**src/rtl/op_lut_reg_master.sv**
```systemverilog
// op_lut_reg_master
//   Head of the UDP register ring in front of the MPLS output-port-lookup
//   register block. Two requesters (A = host, B = local config/stats engine)
//   share the ring. The arbiter is round-robin and allows one transaction in
//   flight at a time. The granted requester receives read data or error
//   status when the ring returns, or when the timeout expires.
//
// Ports
//   clk, reset_n                   clock, async active-low reset
//   a_* / b_*  (in)                req, rd_wr_L (1=read), addr, wdata
//   a_* / b_*  (out)               done pulse, rdata, err (held until next done)
//   reg_*_out                      ring request (issued for one cycle, else 0)
//   reg_*_in                       ring return from the ring tail
//   timeout_count                  saturating count of timed-out transactions
//
// state  | meaning
// -------+----------------------------------------------------------
// IDLE   | no transaction; grant and latch a request when one is present
// ISSUE  | drive the ring request on the next edge, load the timer
// WAIT   | wait for a return carrying our src tag, or for the timer to expire
// RESP   | done pulse is visible; hand the grant history to the arbiter
module op_lut_reg_master #(
  parameter int                           UDP_REG_SRC_WIDTH = 2,
  parameter logic [UDP_REG_SRC_WIDTH-1:0] SRC_ID            = 2'd1,
  parameter int                           TIMEOUT           = 1023,
  parameter int                           ADDR_WIDTH        = 23,
  parameter int                           DATA_WIDTH        = 32
) (
  input  logic                         clk,
  input  logic                         reset_n,

  input  logic                         a_req,
  input  logic                         a_rd_wr_L,
  input  logic [ADDR_WIDTH-1:0]        a_addr,
  input  logic [DATA_WIDTH-1:0]        a_wdata,
  output logic                         a_done,
  output logic [DATA_WIDTH-1:0]        a_rdata,
  output logic                         a_err,

  input  logic                         b_req,
  input  logic                         b_rd_wr_L,
  input  logic [ADDR_WIDTH-1:0]        b_addr,
  input  logic [DATA_WIDTH-1:0]        b_wdata,
  output logic                         b_done,
  output logic [DATA_WIDTH-1:0]        b_rdata,
  output logic                         b_err,

  output logic                         reg_req_out,
  output logic                         reg_ack_out,
  output logic                         reg_rd_wr_L_out,
  output logic [ADDR_WIDTH-1:0]        reg_addr_out,
  output logic [DATA_WIDTH-1:0]        reg_data_out,
  output logic [UDP_REG_SRC_WIDTH-1:0] reg_src_out,

  input  logic                         reg_req_in,
  input  logic                         reg_ack_in,
  input  logic                         reg_rd_wr_L_in,
  input  logic [ADDR_WIDTH-1:0]        reg_addr_in,
  input  logic [DATA_WIDTH-1:0]        reg_data_in,
  input  logic [UDP_REG_SRC_WIDTH-1:0] reg_src_in,

  output logic [15:0]                  timeout_count
);

  localparam logic [DATA_WIDTH-1:0] BAD_DATA  = DATA_WIDTH'(32'hDEAD_BEEF);
  localparam logic [9:0]            TMO_LOAD  = 10'(TIMEOUT - 1);

  typedef enum logic [1:0] {S_IDLE, S_ISSUE, S_WAIT, S_RESP} state_t;

  state_t                  state_q, state_d;
  logic                    grant_b_q;       // requester owning the current transaction
  logic                    last_grant_b_q;  // requester served most recently
  logic                    rd_wr_L_q;
  logic [ADDR_WIDTH-1:0]   addr_q;
  logic [DATA_WIDTH-1:0]   wdata_q;
  logic [9:0]              timer_q;

  logic                    any_req;
  logic                    pick_b;
  logic                    ret_ok;
  logic                    tmo;
  logic                    issue;
  logic                    finish;
  logic                    fin_err;
  logic [DATA_WIDTH-1:0]   fin_data;
  logic                    tmo_hit;

  // The ring echoes rd/wr and address back, but the src tag alone identifies
  // our return, so the echoed fields are not needed.
  logic unused_ring;
  assign unused_ring = ^{reg_rd_wr_L_in, reg_addr_in};

  assign any_req = a_req | b_req;
  // B wins only when A is idle, or when both are requesting and A was served last.
  assign pick_b  = b_req & (~a_req | ~last_grant_b_q);
  assign ret_ok  = reg_req_in && (reg_src_in == SRC_ID);
  // The timer is loaded with TIMEOUT-1 on ISSUE. Reaching zero in WAIT marks
  // the TIMEOUT-th WAIT cycle.
  assign tmo     = (timer_q == 10'd0);

  assign reg_ack_out = 1'b0;

  always_ff @(posedge clk or negedge reset_n) begin
    if (!reset_n) state_q <= S_IDLE;
    else          state_q <= state_d;
  end

  always_comb begin
    state_d = state_q;
    case (state_q)
      S_IDLE:  if (any_req) state_d = S_ISSUE;
      S_ISSUE: state_d = S_WAIT;
      S_WAIT:  if (ret_ok || tmo) state_d = S_RESP;
      S_RESP:  state_d = S_IDLE;
      default: state_d = S_IDLE;
    endcase
  end

  // A valid return takes priority over the timeout in the same cycle.
  always_comb begin
    issue    = 1'b0;
    finish   = 1'b0;
    fin_err  = 1'b0;
    fin_data = '0;
    tmo_hit  = 1'b0;
    case (state_q)
      S_ISSUE: issue = 1'b1;
      S_WAIT: begin
        if (ret_ok) begin
          finish   = 1'b1;
          fin_err  = ~reg_ack_in;
          fin_data = reg_ack_in ? reg_data_in : BAD_DATA;
        end else if (tmo) begin
          finish   = 1'b1;
          fin_err  = 1'b1;
          fin_data = BAD_DATA;
          tmo_hit  = 1'b1;
        end
      end
      default: ;
    endcase
  end

  always_ff @(posedge clk or negedge reset_n) begin
    if (!reset_n) begin
      grant_b_q       <= 1'b0;
      last_grant_b_q  <= 1'b1;
      rd_wr_L_q       <= 1'b0;
      addr_q          <= '0;
      wdata_q         <= '0;
      timer_q         <= '0;
      reg_req_out     <= 1'b0;
      reg_rd_wr_L_out <= 1'b0;
      reg_addr_out    <= '0;
      reg_data_out    <= '0;
      reg_src_out     <= '0;
      a_done          <= 1'b0;
      a_rdata         <= '0;
      a_err           <= 1'b0;
      b_done          <= 1'b0;
      b_rdata         <= '0;
      b_err           <= 1'b0;
      timeout_count   <= '0;
    end else begin
      if (state_q == S_IDLE && any_req) begin
        grant_b_q <= pick_b;
        rd_wr_L_q <= pick_b ? b_rd_wr_L : a_rd_wr_L;
        addr_q    <= pick_b ? b_addr    : a_addr;
        wdata_q   <= pick_b ? b_wdata   : a_wdata;
      end

      if (state_q == S_RESP) last_grant_b_q <= grant_b_q;

      if (issue)                            timer_q <= TMO_LOAD;
      else if (state_q == S_WAIT && !tmo)   timer_q <= timer_q - 10'd1;

      // The ring is driven only during the issue cycle and is zero at all other times.
      reg_req_out     <= issue;
      reg_rd_wr_L_out <= issue & rd_wr_L_q;
      reg_addr_out    <= issue ? addr_q  : '0;
      reg_data_out    <= issue ? wdata_q : '0;
      reg_src_out     <= issue ? SRC_ID  : '0;

      a_done <= finish & ~grant_b_q;
      b_done <= finish &  grant_b_q;
      if (finish && !grant_b_q) begin
        a_rdata <= fin_data;
        a_err   <= fin_err;
      end
      if (finish && grant_b_q) begin
        b_rdata <= fin_data;
        b_err   <= fin_err;
      end

      if (tmo_hit && timeout_count != 16'hFFFF) timeout_count <= timeout_count + 16'd1;
    end
  end

endmodule

```
**config.mk**
```make
export PLATFORM = sky130hd
export DESIGN_NAME = op_lut_reg_master
export DESIGN_NICKNAME = d
export VERILOG_FILES = /design/src/rtl/op_lut_reg_master.sv
export SDC_FILE = /design/constraint.sdc
export NUM_CORES = 1
export LEC_CHECK = 0
export ABC_AREA = 1
export CAP_MARGIN = 10
export CELL_PAD_IN_SITES_DETAIL_PLACEMENT = 1
export CELL_PAD_IN_SITES_GLOBAL_PLACEMENT = 1
export CORE_AREA = 2 2 188 190
export DETAILED_ROUTE_END_ITERATION = 10
export DIE_AREA = 0 0 190 192
export HOLD_SLACK_MARGIN = 0.05
export PLACE_DENSITY_LB_ADDON = 0.1
export SLEW_MARGIN = 40
export SYNTH_ARGS = -nofsm -noshare
export SYNTH_HDL_FRONTEND = slang
export SYNTH_SLANG_ARGS = --single-unit
```
**constraint.sdc**
```tcl
create_clock -name clk -period 2.1 [get_ports clk]
set_input_delay 0.63 -clock clk [delete_from_list [all_inputs] [get_ports clk]]
set_output_delay 0.63 -clock clk [all_outputs]
set_load 0.005 [all_outputs]
```
# Word-level counts from Yosys, hierarchy flattened
# Cells that the tools add are included.
# word_totals
ff_bits	212
latchBits	0
mem_bits_rw	0
mem_bits_ro	0
mem_count	0
# classes
n_addsub	2
n_mul	0
n_div	0
magnitude_cmp	0
eq_ne	7
n_shift	0
muxes	23
n_bitwise	10
reduce_logical	13
# op_table
operator	count
$mux 32	6
$mux 23	2
$mux 10	2
$add 16x1->16 const B	1
$ne 16x16->1 const B	1
$logic_not 10->1	1
$mux 1	10
$sub 10x1->10 const B	1
$pmux 2 s4	1
$logic_and 1x1->1	6
$and 1x1->1	4
$eq 2x1->1 const B	2
$eq 2x2->1 const B	2
$mux 2	2
$ne 2x2->1 const B	2
$not 1->1	4
$logic_not 1->1	2
$logic_not 2->1	1
$or 1x1->1	2
$reduce_and 2->1	1
$reduce_bool 2->1	1
$logic_or 1x1->1	1

# Longest topological paths before layout
# Gate-level depths: netlist of run 1.
# logic_depth
depth_word	5
depth_mapped	10
mapped_depth_nobuf	9

# Worst setup path before layout of run 1
# Ideal clock, no wire load.
# synth_timing
path_kind	input to register
start	input reg_src_in[1]
end	register timeout_count[10]
setup_ns	0.065
arrival_ns	1.519
required_ns	2.035
path_slack_ns	0.516
cell_stages	6
path_cell_list	nand3b_4 -> buf_2 -> nand4_2 -> nor2_4 -> nand2_1 -> nand2_1
# synth_via
elab_chain_cells	5
# synth_lines
item	line	source
start, declared	60	input logic [UDP_REG_SRC_WIDTH-1:0] reg_src_in,
$eq 2x1->1	96	assign ret_ok = reg_req_in && (reg_src_in == SRC_ID);
$logic_and 1x1->1	96	
$mux 1	129	if (ret_ok) begin
$mux 1	126	case (state_q)
$logic_and 1x1->1	195	if (tmo_hit && timeout_count != 16'hFFFF) timeout_count <= timeout_count + 16'd1;
end signal, assigned	195	
end, declared	62	output logic [15:0] timeout_count
# Every way passes these cells.
# A chain may end at the register's enable or synchronous reset.

# Worst setup path in the final report of run 1
# layout_timing
start	register a_rdata[29]
end	output a_rdata[29]
# layout_lines
item	line	source
start, declared	37	output logic [DATA_WIDTH-1:0] a_rdata,
start signal, assigned	187	a_rdata <= fin_data;
# No word-level cell between the ends.

==> results of run 1 <==
sequential cells by signal, indices dropped and copies added (netlist names):
signal           count
a_err                1
b_rdata             32
addr_q              23
reg_req_out          1
b_err                1
reg_addr_out        23
a_rdata             32
reg_rd_wr_L_out      1
b_done               1
last_grant_b_q       1
timeout_count       16
grant_b_q            1
a_done               1
wdata_q             32
state_q              2
rd_wr_L_q            1
reg_data_out        32
timer_q             10
final cells by class:
class                      instances  area share [%]
inverter                         119            3.15
timing repair buffer             352            25.6
multi-input combinational        735            24.2
sequential                       211            37.2
tap                              455            4.01
clock inverter                     6           0.238
clock buffer                      40            5.66
logic make-up after synthesis:
group / count (synthesis)
simple gates: 588
xor+xnor: 5
flops: 211
buf+inv: 189
compound gates: 133
other cells: 1
fa+ha+maj: 7
layout by cell type, fill, tap and decap left out, drive strengths merged, types with 9 or more instances in the layout:
| cell | instances |
|---|---|
| nand4 | 75 |
| nand3 | 30 |
| nor2 | 90 |
| nand2 | 378 |
| buf | 59 |
| clkbuf | 40 |
| dlymetal6s2s | 12 |
| o21ai | 122 |
| clkdlybuf4s50 | 276 |
| dfrtp | 210 |
| inv | 118 |
| nor3 | 9 |
metrics by stage:
stage	hold WS (ns)	setup WS [ns]	total power [mW]	setup TNS (ns)	util (%)
floorplan	0.334	0.516	9.31	0	-
global placement	0.442	-0.0117	12.8	-0.0151	38.5
detailed placement	0.450	-0.0495	12.9	-1.35	38.5
CTS	0.464	0.000261	17.4	0	41.3
global route	0.489	0.000882	18.4	0	41.4
finish	0.460	0.0492	17.0	0	41.4
power by group:
| part | internal (mW) | leakage, nW | switching, mW |
|---|---|---|---|
| logic | 2.99 | 3.96 | 3.28 |
| registers | 5.61 | 2.68 | 0.798 |
| clock network | 2.62 | 0.420 | 1.74 |
| total | 11.2 | 7.06 | 5.82 |
per-layer routing:
layer	global-route usage, %	vias up	share of wire [%]
met2	29.0	240	47
met5	0	-	0.067
met3	5.83	32	8.6
met4	2.86	4	1.2
met1	21.8	4117	44
li1	-	4205	-
worst reg2reg max path: cells and delay by family, from the launching register on:
family                     cells  cell delay, ns
buffers and inverters          2            0.41
DFF                            1            0.42
and+or+nand+nor                3            0.62
adders and majority gates      1            0.35
worst min path at each step:
stage	to	startpoint	slack [ns]	cells past startpoint
floorplan	a_done	reset_n	0.33	0
global placement	reg_data_out[14]	wdata_q[14]	0.44	2
detailed placement	reg_data_out[3]	wdata_q[3]	0.45	2
CTS	reg_data_out[20]	wdata_q[20]	0.46	2
global route	a_rdata[0]	a_rdata[0]	0.49	2
finish	reg_data_out[20]	wdata_q[20]	0.46	2
repair_timing:
item / 4_1_cts / 5_1_grt
hold buffers: 1 / 0
hold endpoints to repair: 19 / 0
setup endpoints to repair: 19 / 13
pin swaps: 0 / 0
setup buffers: 15 / 3
resized for setup: 4 / 12
==> results.json, run 1 <==
{
  "outcome": "finished, final reports clean",
  "path_depth": 1,
  "portBuffers": 293,
  "fin_crit_sh_pct": 97.7,
  "synth_enable_flop_cells": 0,
  "clk_path_buf_depth": 3,
  "hold_class": "reg -> reg",
  "wl_per_cell_um": 16.5,
  "synthDistinctLibCells": 37,
  "fin_area_um2": 14200,
  "rsz0062_at_grt": "no",
  "maxSlewViolCount": 0,
  "muxShareOfSynthArea_pct": 0,
  "synth-main-ff-cell": "dfrtp_1",
  "initial_utilization_pct": 27.7,
  "cp_max_fo": 2,
  "synthSimpleGateAreaFrac_pct": 27.2,
  "synth_top_area_share_pct": 55.3,
  "crit_chain": "clkdlybuf4s50_1",
  "max_freq_mhz": 488,
  "arrival_ns": 1.42,
  "maxCapViolCount": 0,
  "fillers": 3989,
  "cts-htree-levels": 1,
  "syn_avg_cell_area_um2": 8.38,
  "antenna_found_initial": 2,
  "path_clk_slew_ns": 0.06,
  "synth_xor_area_share_pct": 0.461,
  "ctsRootBufferMaster": "clkbuf_16",
  "cts_tree": "built",
  "endpoint_kind": "output pin",
  "critPathRequiredTime_ns": 1.47,
  "synth_area_um2": 9500,
  "irDropWorstVdd_mv": 0.579,
  "setup_viol": 0,
  "yosys-top-cells-count": "374 x nand2_1, 210 x dfrtp_1, 115 x inv_1",
  "antenna_left": 0,
  "crit_slowest_cell": "clkdlybuf4s50_1",
  "clk_latency_ns": 0.52,
  "yosysMostFrequentCell": "nand2_1",
  "numClockSinks": 211,
  "critPathLaunchType": "flip-flop",
  "io_pins": 320,
  "multi_input_area_um2": 3430,
  "dieWidth_um": 190,
  "cpPeakStageDelay_ns": 0.56,
  "routed_via_density": 4.48,
  "crit_path_end": "a_rdata[29]",
  "startpoint": "a_rdata[29]",
  "placed_cells": 1853,
  "die_h_um": 192,
  "grt_max_degree": 70,
  "path_delay_family": "buffers and inverters",
  "final_cell_count_no_fill": 1918,
  "r2r-end": "a_rdata[14]",
  "drcViolationCount": 0,
  "area_delta_synth_final_pct": 49.5,
  "hpwl_um": 21800,
  "synth_compound_area_share_pct": 7.27,
  "ys_top_cells_by_area": "dfrtp_1 55%, nand2_1 15%, o21ai_0 5.3%",
  "postPlaceCellArea_um2": 13200,
  "leakage_nw": 7.06,
  "path_buf_inv": 1,
  "route.vias.total": 8598,
  "synth_top_cell_by_area": "dfrtp_1",
  "die_area_um2": 36500,
  "wirelength_um": 31600,
  "first_iter_violations": 312,
  "grt_pass1_wl_um": 49700,
  "syn_inst": 1134,
  "final_layout_size_suffix_gt1_share_pct": 8.82,
  "diodes": 0,
  "path_class": "reg -> out",
  "grt_remaining_overflow": 0,
  "rrSetupSlack_ns": 0.25,
  "first_pass_iters": 4,
  "p_per_area_nw_per_um2": 1200,
  "cts_buffers": 26,
  "synthAdderAreaFrac_pct": 0.922,
  "nNetsFinal": 1628,
  "synth_top_family_by_area": "simple AND/OR/NAND/NOR gates",
  "hold_viol_final": 0,
  "grt_pass1_vias": 8966,
  "core_area_um2": 34300,
  "fin_worst_skew_ns": 0.00824,
  "r2r-start": "state_q[0]",
  "seq_area_um2": 5280,
  "final.min_clock_period_ns": 2.05,
  "synth-seq-area-share_pct": 55.6,
  "ys_async_sr_fraction_pct": 100,
  "ff2ff_path_depth": 6,
  "yosysWarnings": 0,
  "globalplace.congestion": 0.745,
  "num_rows": 68,
  "grt_usage_pct": 17.2,
  "yosys_register_bits": 211
}
(Power assumes the default switching activity.)
==> run 2: changes to the inputs <==
- ABC_AREA: 1 -> 0
- CORE_AREA: 2 2 188 190 -> 2 2 177 179
- DIE_AREA: 0 0 190 192 -> 0 0 179 181
==> run 2 against run 1 <==
Worst hold slack got worse by 0.40 ns. Area after synthesis decreased by 11%. Clock-buffer cell count increased by 6. Critical path depth unchanged. Combinational power decreased by 14%.
==> results.json, run 2 <==
{
  "fin_area_um2": 13400,
  "grt_pass1_vias": 6818,
  "final.min_clock_period_ns": 2.04,
  "hold_buffers": 0,
  "numClockSinks": 211,
  "cpPeakStageDelay_ns": 0.54,
  "first_pass_iters": 4,
  "io_pins": 320,
  "synth-main-ff-cell": "dfrtp_1",
  "grt_usage_pct": 14.8,
  "grt_remaining_overflow": 0,
  "synth_top_cell_by_area": "dfrtp_1",
  "first_iter_violations": 167,
  "crit_chain": "clkdlybuf4s50_1",
  "antenna_found_initial": 1,
  "mostFrequentLayoutCells": "284 x clkdlybuf4s50_1, 206 x dfrtp_1, 62 x nand2_1",
  "synth_enable_flop_cells": 0,
  "initial_utilization_pct": 27.7,
  "wirelength_um": 23900,
  "area_delta_synth_final_pct": 58.9,
  "synth_top_area_share_pct": 62.5,
  "path_class": "reg -> out",
  "wl_per_cell_um": 16.6,
  "num_rows": 64,
  "synth-seq-area-share_pct": 62.8,
  "path_delay_family": "buffers and inverters",
  "power_mw": 16.1,
  "maxSlewViolCount": 0,
  "globalplace.congestion": 0.698,
  "cts_tree": "built",
  "route.vias.total": 6425,
  "endpoint_kind": "output pin",
  "hold_viol_final": 0,
  "cts-htree-levels": 1,
  "final_common_cell": "clkdlybuf4s50_1",
  "path_clk_slew_ns": 0.06,
  "ctsRootBufferMaster": "clkbuf_16",
  "antenna_left": 0,
  "relSlewSlack_pct": 65.9,
  "synth_area_um2": 8410,
  "ys_top_cells_by_area": "dfrtp_1 62%, mux2i_1 6.8%, o22a_1 4.8%",
  "postPlaceCellArea_um2": 12300,
  "fin_crit_sh_pct": 97.1,
  "crit_slowest_cell": "clkdlybuf4s50_1",
  "synthDistinctLibCells": 56,
  "grt_max_degree": 59,
  "portBuffers": 293,
  "irDropWorstVdd_mv": 0.587,
  "maxCapViolCount": 0,
  "critPathRequiredTime_ns": 1.47,
  "routed_via_density": 4.45,
  "die_h_um": 181,
  "cts_buffers": 26,
  "grt_pass1_wl_um": 37800,
  "rsz0062_at_grt": "yes",
  "syn_inst": 674,
  "wl_met1_um": 10400,
  "fin_worst_skew_ns": 0.00982,
  "p_per_area_nw_per_um2": 1200,
  "syn_avg_cell_area_um2": 12.5,
  "wl_met3_um": 2590,
  "final_layout_size_suffix_gt1_share_pct": 13.5,
  "arrival_ns": 1.41,
  "cp_max_fo": 2,
  "outcome": "finished, final reports clean",
  "dieWidth_um": 179,
  "nNetsFinal": 1210,
  "top_layer_used": "met4",
  "core_area_um2": 30300,
  "yosys-top-cells-count": "210 x dfrtp_1, 62 x nand2_1, 58 x o21ai_0",
  "path_buf_inv": 1,
  "max_freq_mhz": 490,
  "ys_async_sr_fraction_pct": 100,
  "setup_viol": 0,
  "tightest_slew_ns": 0.512,
  "yosys_register_bits": 211,
  "yosysMostFrequentCell": "dfrtp_1",
  "clk_latency_ns": 0.52,
  "yosysWarnings": 0,
  "clk_path_buf_depth": 3,
  "met2WireLength_um": 10600,
  "critPathLaunchType": "flip-flop",
  "hpwl_um": 16900,
  "hold_class": "in -> async",
  "leakage_nw": 5.90,
  "diodes": 0,
  "drcViolationCount": 0,
  "die_area_um2": 32400
}
[run 2: repair_timing]
item                       in CTS  in global routing
pin swaps                       0                  2
setup buffers                  13                  2
setup endpoints to repair      17                 22
gates resized for setup        10                 13
[run 2: area by class of cell]
cell class                 count  area [um^2]
clock buffer                  46          827
clock inverter                 2         35.0
fill                        3207        17000
inverter                       7         27.5
multi-input combinational    414         2960
sequential                   211         5290
tap                          396          495
timing repair buffer         367         3730
[run 2: cell families after synthesis]
group | after synthesis | share of synthesized area [%]
buffers and inverters | 50 | 2.84
xor gates and xnor gates | 16 | 1.67
DFF | 211 | 62.8
other | 1 | 0.0446
muxes | 61 | 7.32
and+or+nand+nor | 185 | 12.3
adders and majority gates | 7 | 1.04
AOI/OAI and AO/OA | 143 | 12.0
[run 2: path summary, 6_finish.rpt]
path | from | endpoint | slack (ns) | depth (start not counted)
max | b_rdata[25] | b_rdata[25] | 0.06 | 1
min | reset_n | b_rdata[6] | 0.06 | 1
max reg2reg | state_q[0] | timer_q[7] | 0.08 | 6
min reg2reg | addr_q[18] | addr_q[18] | 0.47 | 2
max in group asynchronous | reset_n | last_grant_b_q | 1.34 | 2
min in group clk | addr_q[18] | addr_q[18] | 0.47 | 2
[run 2: where the power goes]
group | internal, mW | switching [mW] | total, mW
combinational | 3.31 | 2.06 | 5.37
clock | 2.76 | 1.67 | 4.43
sequential | 5.59 | 0.701 | 6.29
total | 11.7 | 4.43 | 16.1
[run 2: metal layers]
metal  vias to the layer above  track usage, %
li1                       3086               -
met1                      3098            19.3
met2                       213            22.9
met3                        28            6.25
met4                         0            3.22
met5                         -               0
[run 2: through the flow]
step	hold slack [ns]	setup TNS [ns]	util, %	std cells	setup WS (ns)
floorplan	0.334	0	-	675	0.0153
detailed placement	0.462	-6.71	40.6	1380	-0.154
finish	0.0601	0	44.0	1443	0.0609
global route	0.0725	-0.0168	44.0	1443	-0.0168
global placement	0.453	-4.56	40.6	1380	-0.132
CTS	0.0558	0	43.8	1441	0.00301
[run 2: worst register-to-register path: cells and delay by family, from the launching register on]
kind	cells	cell delay [ns]
AOI/OAI and AO/OA	1	0.27
and+or+nand+nor	3	1.01
buffers and inverters	1	0.09
adders and majority gates	1	0.14
DFF	1	0.39
